==> config.mk <==
export PLATFORM = sky130hd
export DESIGN_NAME = mem_access_stage
export DESIGN_NICKNAME = d
export VERILOG_FILES = /design/src/rtl/mem_access_stage_pkg.sv /design/src/rtl/mem_access_stage_load_formatter.sv /design/src/rtl/mem_access_stage.sv
export SDC_FILE = /design/constraint.sdc
export NUM_CORES = 1
export LEC_CHECK = 0
export ABC_AREA = 1
export CAP_MARGIN = 10
export CORE_ASPECT_RATIO = 0.6
export CORE_UTILIZATION = 40
export CTS_BUF_LIST = sky130_fd_sc_hd__clkbuf_4
export DETAILED_ROUTE_END_ITERATION = 8
export GPL_TIMING_DRIVEN = 0
export PLACE_DENSITY = 0.79
export SLEW_MARGIN = 10
export SYNTH_ARGS = -nofsm -noshare
export SYNTH_HDL_FRONTEND = slang
export SYNTH_HIERARCHICAL = 1
export SYNTH_SLANG_ARGS = --single-unit
==> constraint.sdc <==
create_clock -name clk -period 1.7 [get_ports clk]
set_input_delay 0.255 -clock clk [delete_from_list [all_inputs] [get_ports clk]]
set_output_delay 0.255 -clock clk [all_outputs]
set_load 0.005 [all_outputs]
==> src/rtl/mem_access_stage_pkg.sv <==
// Shared definitions for the MEM stage: access size codes, FSM state
// encoding and the default bus timeout.
package mem_access_stage_pkg;

  localparam logic [1:0] SZ_BYTE = 2'b00;
  localparam logic [1:0] SZ_HALF = 2'b01;
  localparam logic [1:0] SZ_WORD = 2'b10;

  localparam int TIMEOUT_DEFAULT = 255;

  typedef enum logic [1:0] {
    ST_IDLE = 2'd0,
    ST_BUSY = 2'd1,
    ST_DONE = 2'd2
  } mem_state_e;

  // A half needs addr[0]=0; a word (and the 2'b11 alias) needs addr[1:0]=0.
  function automatic logic is_misaligned(input logic [1:0] size, input logic [1:0] lane);
    case (size)
      SZ_BYTE: is_misaligned = 1'b0;
      SZ_HALF: is_misaligned = lane[0];
      default: is_misaligned = (lane != 2'b00);
    endcase
  endfunction

endpackage

==> src/rtl/mem_access_stage_load_formatter.sv <==
// Little-endian lane select of bus read data plus sign/zero extension.
module mem_access_stage_load_formatter
  import mem_access_stage_pkg::*;
(
  input  logic [31:0] rdata_i,
  input  logic [1:0]  lane_i,
  input  logic [1:0]  size_i,
  input  logic        signed_i,
  output logic [31:0] data_o
);

  logic [7:0]  byte_sel;
  logic [15:0] half_sel;

  // Pick the addressed byte/half and extend it to 32 bits.
  always_comb begin
    case (lane_i)
      2'd0:    byte_sel = rdata_i[7:0];
      2'd1:    byte_sel = rdata_i[15:8];
      2'd2:    byte_sel = rdata_i[23:16];
      default: byte_sel = rdata_i[31:24];
    endcase
    half_sel = lane_i[1] ? rdata_i[31:16] : rdata_i[15:0];
    case (size_i)
      SZ_BYTE: data_o = {{24{signed_i & byte_sel[7]}}, byte_sel};
      SZ_HALF: data_o = {{16{signed_i & half_sel[15]}}, half_sel};
      default: data_o = rdata_i;
    endcase
  end

endmodule

==> src/rtl/mem_access_stage.sv <==
// MEM pipeline stage: issues loads/stores on the req/ack data bus, stalls
// the front of the pipe while an access is outstanding, formats load data.
//
// state | meaning
// IDLE  | no access outstanding; non-memory ops pass straight through
// BUSY  | dmem_req high, waiting for dmem_ack or timeout
// DONE  | access finished; present result to MEM/WB for one cycle
module mem_access_stage
  import mem_access_stage_pkg::*;
#(
  parameter int TIMEOUT = TIMEOUT_DEFAULT
) (
  input  logic        clk,
  input  logic        rst,
  input  logic        EX_MemRead,
  input  logic        EX_MemWrite,
  input  logic        EX_MemtoReg,
  input  logic        EX_RegWrite,
  input  logic [1:0]  EX_size,
  input  logic        EX_signed,
  input  logic [31:0] EX_ALU_res,
  input  logic [31:0] EX_wdata,
  input  logic [4:0]  EX_wreg,
  output logic        dmem_req,
  output logic        dmem_we,
  output logic [31:0] dmem_addr,
  output logic [3:0]  dmem_be,
  output logic [31:0] dmem_wdata,
  input  logic [31:0] dmem_rdata,
  input  logic        dmem_ack,
  output logic        stall,
  output logic        mem_exc,
  output logic        MEM_MemtoReg,
  output logic        MEM_RegWrite,
  output logic [31:0] MEM_rdata,
  output logic [31:0] MEM_ALU_res,
  output logic [4:0]  MEM_wreg
);

  localparam logic [7:0] TIMEOUT_CNT = 8'(TIMEOUT);

  mem_state_e  state_q, state_d;
  logic [7:0]  cnt_q, cnt_d;
  logic [31:0] ld_data_q, ld_data_d;
  logic        abort_q, abort_d;
  logic        req_q, req_d, we_q, we_d;
  logic [31:0] addr_q, addr_d, wdata_q, wdata_d;
  logic [3:0]  be_q, be_d;

  logic        mem_op, misaligned;
  logic [1:0]  lane;
  logic [31:0] ld_fmt, wdata_fmt, rdata_c;
  logic [3:0]  be_fmt;
  logic        stall_c, exc_c, regwrite_c, memtoreg_c;

  assign lane       = EX_ALU_res[1:0];
  assign mem_op     = EX_MemRead | EX_MemWrite;
  assign misaligned = is_misaligned(EX_size, lane);

  mem_access_stage_load_formatter u_load_formatter (
    .rdata_i  (dmem_rdata),
    .lane_i   (lane),
    .size_i   (EX_size),
    .signed_i (EX_signed),
    .data_o   (ld_fmt)
  );

  // Replicate store data across lanes and derive byte enables from the lane.
  always_comb begin
    case (EX_size)
      SZ_BYTE: begin
        be_fmt    = 4'b0001 << lane;
        wdata_fmt = {4{EX_wdata[7:0]}};
      end
      SZ_HALF: begin
        be_fmt    = lane[1] ? 4'b1100 : 4'b0011;
        wdata_fmt = {2{EX_wdata[15:0]}};
      end
      default: begin
        be_fmt    = 4'b1111;
        wdata_fmt = EX_wdata;
      end
    endcase
  end

  // Next-state logic and stage outputs; EX inputs are frozen while stalled,
  // so they stay valid for load formatting and for the DONE cycle.
  always_comb begin
    state_d    = state_q;
    cnt_d      = cnt_q;
    ld_data_d  = ld_data_q;
    abort_d    = abort_q;
    req_d      = req_q;
    we_d       = we_q;
    addr_d     = addr_q;
    be_d       = be_q;
    wdata_d    = wdata_q;
    stall_c    = 1'b0;
    exc_c      = 1'b0;
    regwrite_c = EX_RegWrite & ~EX_MemWrite;
    memtoreg_c = EX_MemtoReg;
    rdata_c    = '0;
    case (state_q)
      ST_IDLE: begin
        cnt_d   = '0;
        abort_d = 1'b0;
        if (mem_op && misaligned) begin
          exc_c      = 1'b1;
          regwrite_c = 1'b0;
          memtoreg_c = 1'b0;
        end else if (mem_op) begin
          stall_c    = 1'b1;
          regwrite_c = 1'b0;
          memtoreg_c = 1'b0;
          req_d      = 1'b1;
          we_d       = EX_MemWrite;
          addr_d     = {EX_ALU_res[31:2], 2'b00};
          be_d       = be_fmt;
          wdata_d    = wdata_fmt;
          state_d    = ST_BUSY;
        end
      end
      ST_BUSY: begin
        stall_c    = 1'b1;
        regwrite_c = 1'b0;
        memtoreg_c = 1'b0;
        if (dmem_ack) begin
          ld_data_d = ld_fmt;
          req_d     = 1'b0;
          state_d   = ST_DONE;
        end else begin
          cnt_d = cnt_q + 8'd1;
          if ((TIMEOUT != 0) && (cnt_d == TIMEOUT_CNT)) begin
            abort_d   = 1'b1;
            ld_data_d = '0;
            req_d     = 1'b0;
            state_d   = ST_DONE;
          end
        end
      end
      ST_DONE: begin
        rdata_c = ld_data_q;
        exc_c   = abort_q;
        if (abort_q) begin
          regwrite_c = 1'b0;
          memtoreg_c = 1'b0;
        end
        // Leave unconditionally so the instruction still in EX is not re-issued.
        state_d = ST_IDLE;
      end
      default: state_d = ST_IDLE;
    endcase
  end

  // State, counter, captured load data and registered bus outputs.
  always_ff @(posedge clk or negedge rst) begin
    if (!rst) begin
      state_q   <= ST_IDLE;
      cnt_q     <= '0;
      ld_data_q <= '0;
      abort_q   <= 1'b0;
      req_q     <= 1'b0;
      we_q      <= 1'b0;
      addr_q    <= '0;
      be_q      <= '0;
      wdata_q   <= '0;
    end else begin
      state_q   <= state_d;
      cnt_q     <= cnt_d;
      ld_data_q <= ld_data_d;
      abort_q   <= abort_d;
      req_q     <= req_d;
      we_q      <= we_d;
      addr_q    <= addr_d;
      be_q      <= be_d;
      wdata_q   <= wdata_d;
    end
  end

  assign dmem_req     = req_q;
  assign dmem_we      = we_q;
  assign dmem_addr    = addr_q;
  assign dmem_be      = be_q;
  assign dmem_wdata   = wdata_q;

  // Control outputs read 0 while reset is held, even with a memory op in EX.
  assign stall        = stall_c & rst;
  assign mem_exc      = exc_c & rst;
  assign MEM_RegWrite = regwrite_c & rst;
  assign MEM_MemtoReg = memtoreg_c & rst;
  assign MEM_rdata    = rdata_c;
  assign MEM_ALU_res  = EX_ALU_res;
  assign MEM_wreg     = EX_wreg;

endmodule

# --- Word level (Yosys, flattened, before mapping) ---
# Index checks and enable logic that the tools add are counted.
op_classes:
  n_addsub: 1
  n_mul: 0
  n_div: 0
  n_lt_le_gt_ge: 0
  n_eq_ne: 11
  n_shift: 1
  mux: 38
  n_bitwise: 10
  n_reduce_logical: 13
op_table:
  columns: ["op", "count"]
  rows:
  - ["$pmux 32 s2", 2]
  - ["$mux 32", 3]
  - ["$pmux 8 s3", 1]
  - ["$mux 16", 1]
  - ["$pmux 8 s2", 1]
  - ["$mux 1", 15]
  - ["$pmux 1 s2", 5]
  - ["$reduce_and 3->1", 3]
  - ["$add 8x1->8 const B", 1]
  - ["$eq 8x8->1 const B", 1]
  - ["$mux 2", 4]
  - ["$mux 8", 1]
  - ["$ne 2x2->1 const B", 4]
  - ["$pmux 4 s2", 1]
  - ["$and 1x1->1", 7]
  - ["$eq 2x1->1 const B", 3]
  - ["$logic_not 2->1", 3]
  - ["$pmux 1 s3", 2]
  - ["$reduce_bool 2->1", 3]
  - ["$eq 2x2->1 const B", 2]
  - ["$mux 4", 1]
  - ["$pmux 2 s2", 1]
  - ["$reduce_and 2->1", 2]
  - ["$reduce_and 4->1", 1]
  - ["5 further kinds", 6]
totals:
  register_bits: 111
  latchBits: 0
  ram_bits: 0
  rom_bits: 0
  inputBits: 111
  output_inout_bits: 143
  elab_cells: 83
  memories: 0

# --- Depth between registers and ports, before layout ---
# Gate-level depths: netlist of run 1.
logic_depth:
  ltp_word: 6
  ltp_mapped: 13
  depth_no_buf: 12

# --- By module ---
# Netlist of run 1, hierarchy kept.
modules_own_cells:
  columns: ["module", "n_inst", "cells_each", "area_per_inst_um2"]
  rows:
  - ["mem_access_stage", 1, 688, 5311.3]
  - ["mem_access_stage_load_formatter", 1, 156, 733.2]

# --- Worst setup path before layout of run 1 ---
# No wires, ideal clock.
synth_timing:
  kind: "reg-to-reg"
  startpoint: "reg cnt_q[1]"
  endpoint: "reg ld_data_q[23]"
  setup_ns: 0.116
  t_arrival_ns: 1.482
  t_required_ns: 1.584
  slack_ns: 0.101
  stages_incl_launch_ff: 13
  path_buffers: 1
  period_less_slack_ns: 1.599
  cell_sequence: "dfrtp_1 ha_1 nand3_1 nand2_1 nand2_1 nand3_1 nor2_1 nand2_2 nand2_4 nand2_4 buf_6 nand2_1 nand2_1"
synth_via:
  elab_chain_cells: 4
synth_lines:
  columns: ["element", "line_no", "rtl"]
  rows:
  - ["start: declaration", "mem_access_stage.sv:43", "logic [7:0] cnt_q, cnt_d;"]
  - ["start signal: assignment", "mem_access_stage.sv:169", "cnt_q <= cnt_d;"]
  - ["$add 8x1->8", "mem_access_stage.sv:132", "cnt_d = cnt_q + 8'd1;"]
  - ["$eq 8x8->1", "mem_access_stage.sv:133", "if ((TIMEOUT != 0) && (cnt_d == TIMEOUT_CNT)) begin"]
  - ["$reduce_bool 2->1 (no source line)", null, null]
  - ["$reduce_and 2->1 (no source line)", null, null]
  - ["end signal: assignment", "mem_access_stage.sv:170", "ld_data_q <= ld_data_d;"]
  - ["end: declaration", "mem_access_stage.sv:44", "logic [31:0] ld_data_q, ld_data_d;"]
# Every way passes these cells.
# A chain may end at the register's enable or synchronous reset.

# --- Worst setup path after layout of run 1 ---
layout_timing:
  startpoint: "reg state_q[0]"
  endpoint: "out stall"
layout_via:
  elab_chain_cells: 3
layout_lines:
  columns: ["element", "line_no", "rtl"]
  rows:
  - ["start: declaration", "mem_access_stage.sv:42", "mem_state_e state_q, state_d;"]
  - ["start signal: assignment", "mem_access_stage.sv:168", "state_q <= state_d;"]
  - ["$eq 2x1->1 / $logic_not 2->1 (equally long branches)", "mem_access_stage.sv:103", "case (state_q)"]
  - ["$pmux 1 s2 (*)", "mem_access_stage.sv:103", null]
  - ["$and 1x1->1 (*)", "mem_access_stage.sv:187", "assign stall = stall_c & rst;"]
  - ["end: declaration", "mem_access_stage.sv:31", "output logic stall,"]
# Mark *: on every way between the ends. The rest lies on a longest branch, timed or not.

==> impl_metrics.yaml, run 1 <==
finish:
  area_growth_syn_to_layout_pct: 64.89
  nNetsFinal: 1272
  final_layout_size_suffix_gt1_share_pct: 25.34
  diodes: 0
  finish.utilization_pct: 68.11
  fill_cells: 1217
timing:
  final-max-slew-violation-count: 0
  period_share_pct: 119.1
  setup_viol: 68
  rsz_0062_raised_after_global_routing: "true"
  fin_ws_ns: -0.3249
  relSlewSlack_pct: 55.96
  fin_worst_skew_ns: 0.01923
  timing.final.crit_period_ns: 2.025
  setup-tns-final_ns: -11.41
  finalHoldWorstSlack_ns: -0.3003
  max_clock_freq_mhz: 493.9
  tightest_slew_ns: 0.6582
  hold_viol: 53
setup_path:
  path_max_fanout: 4
  critPathArrivalTime_ns: 1.77
  path_class: "reg -> out"
  timing.reg2reg.setup_slack_ns: -0.12
  critPathLaunchType: "flip-flop"
  critical_path.endpoint_type: "output pin"
  timing.critical_path.required_ns: 1.44
floorplan:
  overall_die_area_mm2: 0.01562
  top_level_ports: 254
  die_y_um: 97.22
  fp.coreArea_mm2: 0.01463
  start_util_pct: 41.30
  die-width_um: 160.7
  placementRows: 34
worst_hold_path:
  hp-class: "in -> async"
place:
  post-dp-hpwl_mm: 14.68
  port_buffers: 246
  gpl.final_weighted_congestion: 0.9232
logic_synthesis:
  netlist.top_cell.by_area: "dfrtp_1"
  avgSynthCellArea_um2: 7.162
  synth_area_leaders: "dfrtp_1 (46%), nand2_1 (24%), buf_4 (4.8%)"
  yosys.cell_types.count: 29
  yosysSeqAreaShare_pct: 45.95
  post-synth-top-area-fraction_pct: 45.95
  synth_cells: 844
  synth.ff_latch_count: 111
  netlist_area_mm2: 0.006045
  synth_warnings: 6
clock_tree:
  cts.clk_slew.worst_paths_ns: 0.18
  ctsHtreeMaxLevel: 3
  ctsLongestPathBuffers: 2
  cts_tree: "done"
  clock-sinks: 111
  cts_inserted_buffers: 9
  worstSkewPairLatency_ns: 0.47
  clk_root_buffer_cell: "clkbuf_4"
routing:
  via_per_inst: 4.910
  routed_wirelength_mm: 21.31
  dr.first_iter.drc_count: 541
  num_vias: 6687
  drt-wirelength-per-cell_um: 15.65
  final_antenna_net_count: 0
  drt-pass1-iter-count: 5
  drcViolationCount: 0
power_and_ir_drop:
  power.leakage_uw: 0.005254
  power_frac_clock_pct: 10.8
  combinational_cell_fraction_of_total_power_pct: 55.3
  power.switching_fraction_pct: 38.20
  p_switching_uw: 5089
  power_frac_seq_pct: 33.8
  power.ir.vdd_worst_v: 0.0005869
  pwr_density_cell_mw_per_mm2: 1336
  p_int_uw: 8232
flow_run:
  drv_cap: 0
grt:
  maximum_number_of_pins_on_one_net_before_global_route_repair: 60
  first_global_vias: 6186
  global_route.usage.total_pct: 26.75
  grt.overflow.total: 0
  grt_antenna_before_repair: 0
  grt_first_pass_wirelength_mm: 32.82
outcome:
  status: "finished with violations"
  failed_checks: "hold timing, setup timing"
## state kept, by name, indices dropped and copies added (netlist names)
register    cells
dmem_be         4
abort_q         1
dmem_we         1
dmem_wdata     32
dmem_req        1
cnt_q           8
state_q         2
dmem_addr      30
ld_data_q      32
## routing by layer
| metal | vias up | routed length [um] | global-route usage (%) |
|---|---|---|---|
| met2 | 321 | 9602 | 40.83 |
| li1 | 3193 | - | - |
| met1 | 3160 | 9500 | 38.82 |
| met3 | 13 | 2082 | 7.042 |
| met5 | - | 0 | 0 |
| met4 | 0 | 126 | 3.628 |
## layout by cell type, fill, tap and decap left out, types with 17 or more instances in the layout
cell type and n:
nand2_2 40, buf_2 36, nor2_1 31, clkdlybuf4s50_1 177
nor2_2 17, dlymetal6s2s_1 27, a21oi_1 19, o21ai_0 39
buf_6 17, nand2_1 335, nand3_1 31, dfrtp_1 107
buf_4 84, inv_1 67
## timing repair
action                                 in CTS  in global routing
gates cloned                                7                  0
setup endpoints to repair                 136                177
endpoints found under the hold margin      53                 53
buffers inserted                           25                 26
pin swaps                                  13                 19
gates resized for setup                   256                111
## power by group through the flow
stage	Clock (uW)	Combinational, uW	Sequential, uW
2_1_floorplan	0	2260	4450
3_3_place_gp	0	5220	4420
3_5_place_dp	0	5330	4440
4_1_cts	1490	6620	4450
5_1_grt	1590	8000	4640
6_report	1440	7370	4510
## kinds of logic after synthesis
logic type,Yosys count,share of synthesized area (%)
AND/OR/NAND/NOR,490,32.75
other,1,0.06204
buffers and inverters,157,13.31
AO/OA/AOI/OAI,83,7.514
flip-flops,111,45.95
adder cells (fa/ha/maj),2,0.4139
## path summary, 6_finish.rpt
kind                                          start                   endpoint  cells after the start
setup / recovery             state_q[0]$_DFFE_PN0P_                      stall                      7
hold reg to reg            dmem_addr[8]$_DFFE_PN0P_   dmem_addr[8]$_DFFE_PN0P_                      2
setup reg to reg               cnt_q[1]$_DFFE_PN0P_  ld_data_q[28]$_DFFE_PN0P_                     12
hold / removal                                  rst  dmem_addr[27]$_DFFE_PN0P_                      1
min in group clk                      EX_ALU_res[9]   dmem_addr[9]$_DFFE_PN0P_                      3
max in group asynchronous                       rst     dmem_be[3]$_DFFE_PN0P_                      2
## cell usage after synthesis, drive strengths merged
library cell and number:
o22ai 5, inv 81, o21ai 47, a21oi 19
dfrtp 111, conb 1, nand3 38, ha 2
nor3 2, clkbuf 16, buf 60, nand4 3
nand2 388, o211ai 7, a21boi 1, nor2 59
o21a 3, o211a 1
## worst max-delay path: stages (launching register included)
cell	delay [ns]
dfrtp_2	0.50
buf_6	0.14
nor2_4	0.10
buf_6	0.12
nand3_4	0.07
buf_8	0.14
a21boi_2	0.10
buf_2	0.12
## through the flow
step / instances / setup slack, ns / area [um^2] / power, uW / hold WS (ns)
finish: 1362 / -0.3249 / 9967 / 13320 / -0.3003
floorplan: 845 / 0.1011 / 6048 / 6706 / -0.04059
global route: 1362 / -0.4466 / 9967 / 14220 / -0.3084
CTS: 1338 / -0.3458 / 9470 / 12560 / -0.2994
global placement: 1289 / -4.210 / 8758 / 9647 / 0.4537
detailed placement: 1290 / -1.112 / 8787 / 9771 / 0.2571
## area by class of cell
| type | count | area [um^2] | share of cell area (%) |
|---|---|---|---|
| repair buffers | 302 | 2973 | 29.83 |
| multi-input cells | 578 | 2874 | 28.84 |
| flip-flops and latches | 111 | 2783 | 27.92 |
| plain buffers | 76 | 630.6 | 6.327 |
| inverters | 81 | 309.0 | 3.101 |
| well taps | 198 | 247.7 | 2.486 |
| clock buffers | 10 | 75.07 | 0.7532 |
| clock inverters | 6 | 75.07 | 0.7532 |
Note: power is estimated with default switching activity, not from simulation.
==> run 2, diff against run 1 <==
--- a/config.mk
+++ b/config.mk
@@ -8,11 +8,12 @@
 export ABC_AREA = 1
 export CAP_MARGIN = 10
 export CORE_ASPECT_RATIO = 0.6
-export CORE_UTILIZATION = 40
+export CORE_UTILIZATION = 48
 export CTS_BUF_LIST = sky130_fd_sc_hd__clkbuf_4
+export CTS_CLUSTER_SIZE = 20
 export DETAILED_ROUTE_END_ITERATION = 8
 export GPL_TIMING_DRIVEN = 0
-export PLACE_DENSITY = 0.79
+export PLACE_DENSITY = 0.89
 export SLEW_MARGIN = 10
 export SYNTH_ARGS = -nofsm -noshare
 export SYNTH_HDL_FRONTEND = slang
==> constraint.sdc (replaced) <==
create_clock -name clk -period 2.6 [get_ports clk]
set_input_delay 0.39 -clock clk [delete_from_list [all_inputs] [get_ports clk]]
set_output_delay 0.39 -clock clk [all_outputs]
set_load 0.005 [all_outputs]
==> run 2 against run 1 <==
- the run now ends clean
- first-iteration DRC count down 19%
- flip-flop and latch count is the same
- core utilization rose by 5.8 points
- critical path type is now in -> out
- highest routed layer unchanged
==> impl_metrics.yaml, run 2 (synthesis gave the netlist of run 1 again) <==
timing:
  setup_viol: 0
  setup-tns-final_ns: 0
  timing.final.crit_period_ns: 2.427
  fin_worst_skew_ns: 0.02443
  rsz_0062_raised_after_global_routing: "true"
  max_clock_freq_mhz: 412.0
  final-max-slew-violation-count: 0
  tightest_slew_ns: 0.5509
  relSlewSlack_pct: 63.27
  period_share_pct: 93.36
  hold_viol: 0
routing:
  via_per_inst: 4.931
  drcViolationCount: 0
  num_vias: 6302
  final_antenna_net_count: 0
  dr.first_iter.drc_count: 439
  routed_wirelength_mm: 18.63
  drt-wirelength-per-cell_um: 14.58
  drt-pass1-iter-count: 6
floorplan:
  overall_die_area_mm2: 0.01306
  start_util_pct: 49.63
  die_y_um: 88.93
  die-width_um: 146.9
  fp.coreArea_mm2: 0.01218
  placementRows: 31
  top_level_ports: 254
place:
  gpl.final_weighted_congestion: 1.014
  post-dp-hpwl_mm: 14.48
  port_buffers: 246
finish:
  final_layout_size_suffix_gt1_share_pct: 9.793
  layout.cells.most_common_list: "nand2_1 (381), clkdlybuf4s50_1 (238), dfrtp_1 (109)"
  area_growth_syn_to_layout_pct: 48.83
  layout_commonest_cell: "nand2_1"
  nNetsFinal: 1221
  diodes: 0
  finish.utilization_pct: 73.86
setup_path:
  critical_path.endpoint_type: "output pin"
  worst_r2r_startpoint: "cnt_q[1]$_DFFE_PN0P_"
  path_cells: "dlygate4sd2_1 > inv_2 > o21ai_0 > o21ai_2 > nor3_1 > o211a_1 > clkdlybuf4s50_1"
  critPathLaunch: "EX_ALU_res[1]"
  critical_path.top_delay_family: "buffers and inverters"
  slowest_stage: "clkdlybuf4s50_1"
  critPathArrivalTime_ns: 2.04
  critical_path.n_buffers_inverters: 3
  path_class: "in -> out"
  path_max_fanout: 6
  critPathLaunchType: "input port"
  timing.critical_path.required_ns: 2.21
  slowest_delay_ns: 0.51
power_and_ir_drop:
  power_frac_seq_pct: 39.7
  p_switching_uw: 2700
  combinational_cell_fraction_of_total_power_pct: 48.0
  power.leakage_uw: 0.004501
  p_int_uw: 4620
  power.ir.vdd_worst_v: 0.0004254
  power_frac_clock_pct: 12.3
  pwr_density_cell_mw_per_mm2: 813.8
  power.switching_fraction_pct: 36.89
clock_tree:
  cts_tree: "done"
  ctsHtreeMaxLevel: 3
  ctsLongestPathBuffers: 2
  worstSkewPairLatency_ns: 0.47
  clock-sinks: 111
  clk_root_buffer_cell: "clkbuf_4"
  cts.clk_slew.worst_paths_ns: 0.18
  cts_inserted_buffers: 9
grt:
  grt_antenna_before_repair: 0
  maximum_number_of_pins_on_one_net_before_global_route_repair: 73
  first_global_vias: 5846
  grt_first_pass_wirelength_mm: 29.49
  grt.overflow.total: 0
  global_route.usage.total_pct: 29.12
flow_run:
  drv_cap: 0
outcome:
  status: "finished, final reports clean"
worst_hold_path:
  hp-class: "in -> async"
==> run 2: changes by cell type in the layout (fill, tap and decap cells not counted), sizes merged <==
| cell | previous run | this run |
|---|---|---|
| buf | 149 | 68 |
| clkdlybuf4s50 | 177 | 238 |
| dlymetal6s2s | 27 | 3 |
| clkdlybuf4s15 | 5 | 0 |
| clkbuf | 26 | 24 |
| clkinv | 1 | 3 |
| inv | 84 | 82 |
| dlygate4sd3 | 0 | 1 |
| nand2 | 389 | 388 |
==> run 2: path summary, 6_finish.rpt <==
check                                            end  slack [ns]  depth (start not counted)
min in group clk            dmem_addr[7]$_DFFE_PN0P_        0.46                          3
min reg2reg                 ld_data_q[9]$_DFFE_PN0P_        0.50                          2
min                        ld_data_q[15]$_DFFE_PN0P_        0.43                          3
max reg2reg                ld_data_q[19]$_DFFE_PN0P_        0.78                         11
max in group asynchronous     state_q[0]$_DFFE_PN0P_        1.91                          3
max                                          mem_exc        0.17                          7
==> run 2: repair_timing <==
item                       CTS  global route
resized for setup           11            16
pin swaps                    0             2
hold buffers                 2             0
buffers inserted             0             2
gates cloned                 0             1
hold endpoints to repair    42             0
setup endpoints to repair   21            33
==> run 2: stage by stage <==
stage | power (uW) | std cells | worst slack (ns) | hold slack [ns] | instance area [um^2]
2_1_floorplan | 4385 | 845 | 1.001 | 0.09441 | 6048
3_3_place_gp | 6245 | 1256 | -3.810 | 0.4545 | 8717
3_5_place_dp | 6377 | 1257 | -0.4234 | 0.3341 | 8746
4_1_cts | 7311 | 1275 | -0.02589 | 0.3818 | 8934
5_1_grt | 7903 | 1278 | -0.01032 | 0.4297 | 8996
6_report | 7321 | 1278 | 0.1727 | 0.4323 | 8996
==> run 2: routing by layer <==
layer / up-vias / track usage [%] / part of all wire (%)
met4: 0 / 7.102 / 1.8
met5: - / 0 / 0
li1: 3078 / - / -
met1: 2864 / 40.44 / 44
met3: 30 / 8.673 / 10
met2: 330 / 45.15 / 44
==> run 2: cell type report <==
type                       count  area, um^2
tap                          165       206.4
clock inverter                 6       70.07
fill                         979        3183
multi-input combinational    577        2485
clock buffer                  10       75.07
buffer                        76       511.7
sequential                   111        2780
inverter                      81       304.0
timing repair buffer         252        2564
==> run 2: worst reg2reg max path, stage by stage, from the launching register on <==
cell	delay, ns
dfrtp_1	0.46
ha_1	0.25
nand3_1	0.14
o21ai_1	0.14
nand2_1	0.09
nor2_1	0.13
nand2_2	0.10
nand2_4	0.09
nand2_4	0.08
buf_6	0.16
nand2_1	0.06
nand2_1	0.05
==> run 2: power by group through the flow <==
stage / Clock, uW / Sequential, uW / Combinational [uW]
finish: 899 / 2910 / 3510
global route: 991 / 2990 / 3920
CTS: 925 / 2900 / 3490
detailed placement: 0 / 2920 / 3460
global placement: 0 / 2900 / 3350
floorplan: 0 / 2910 / 1480
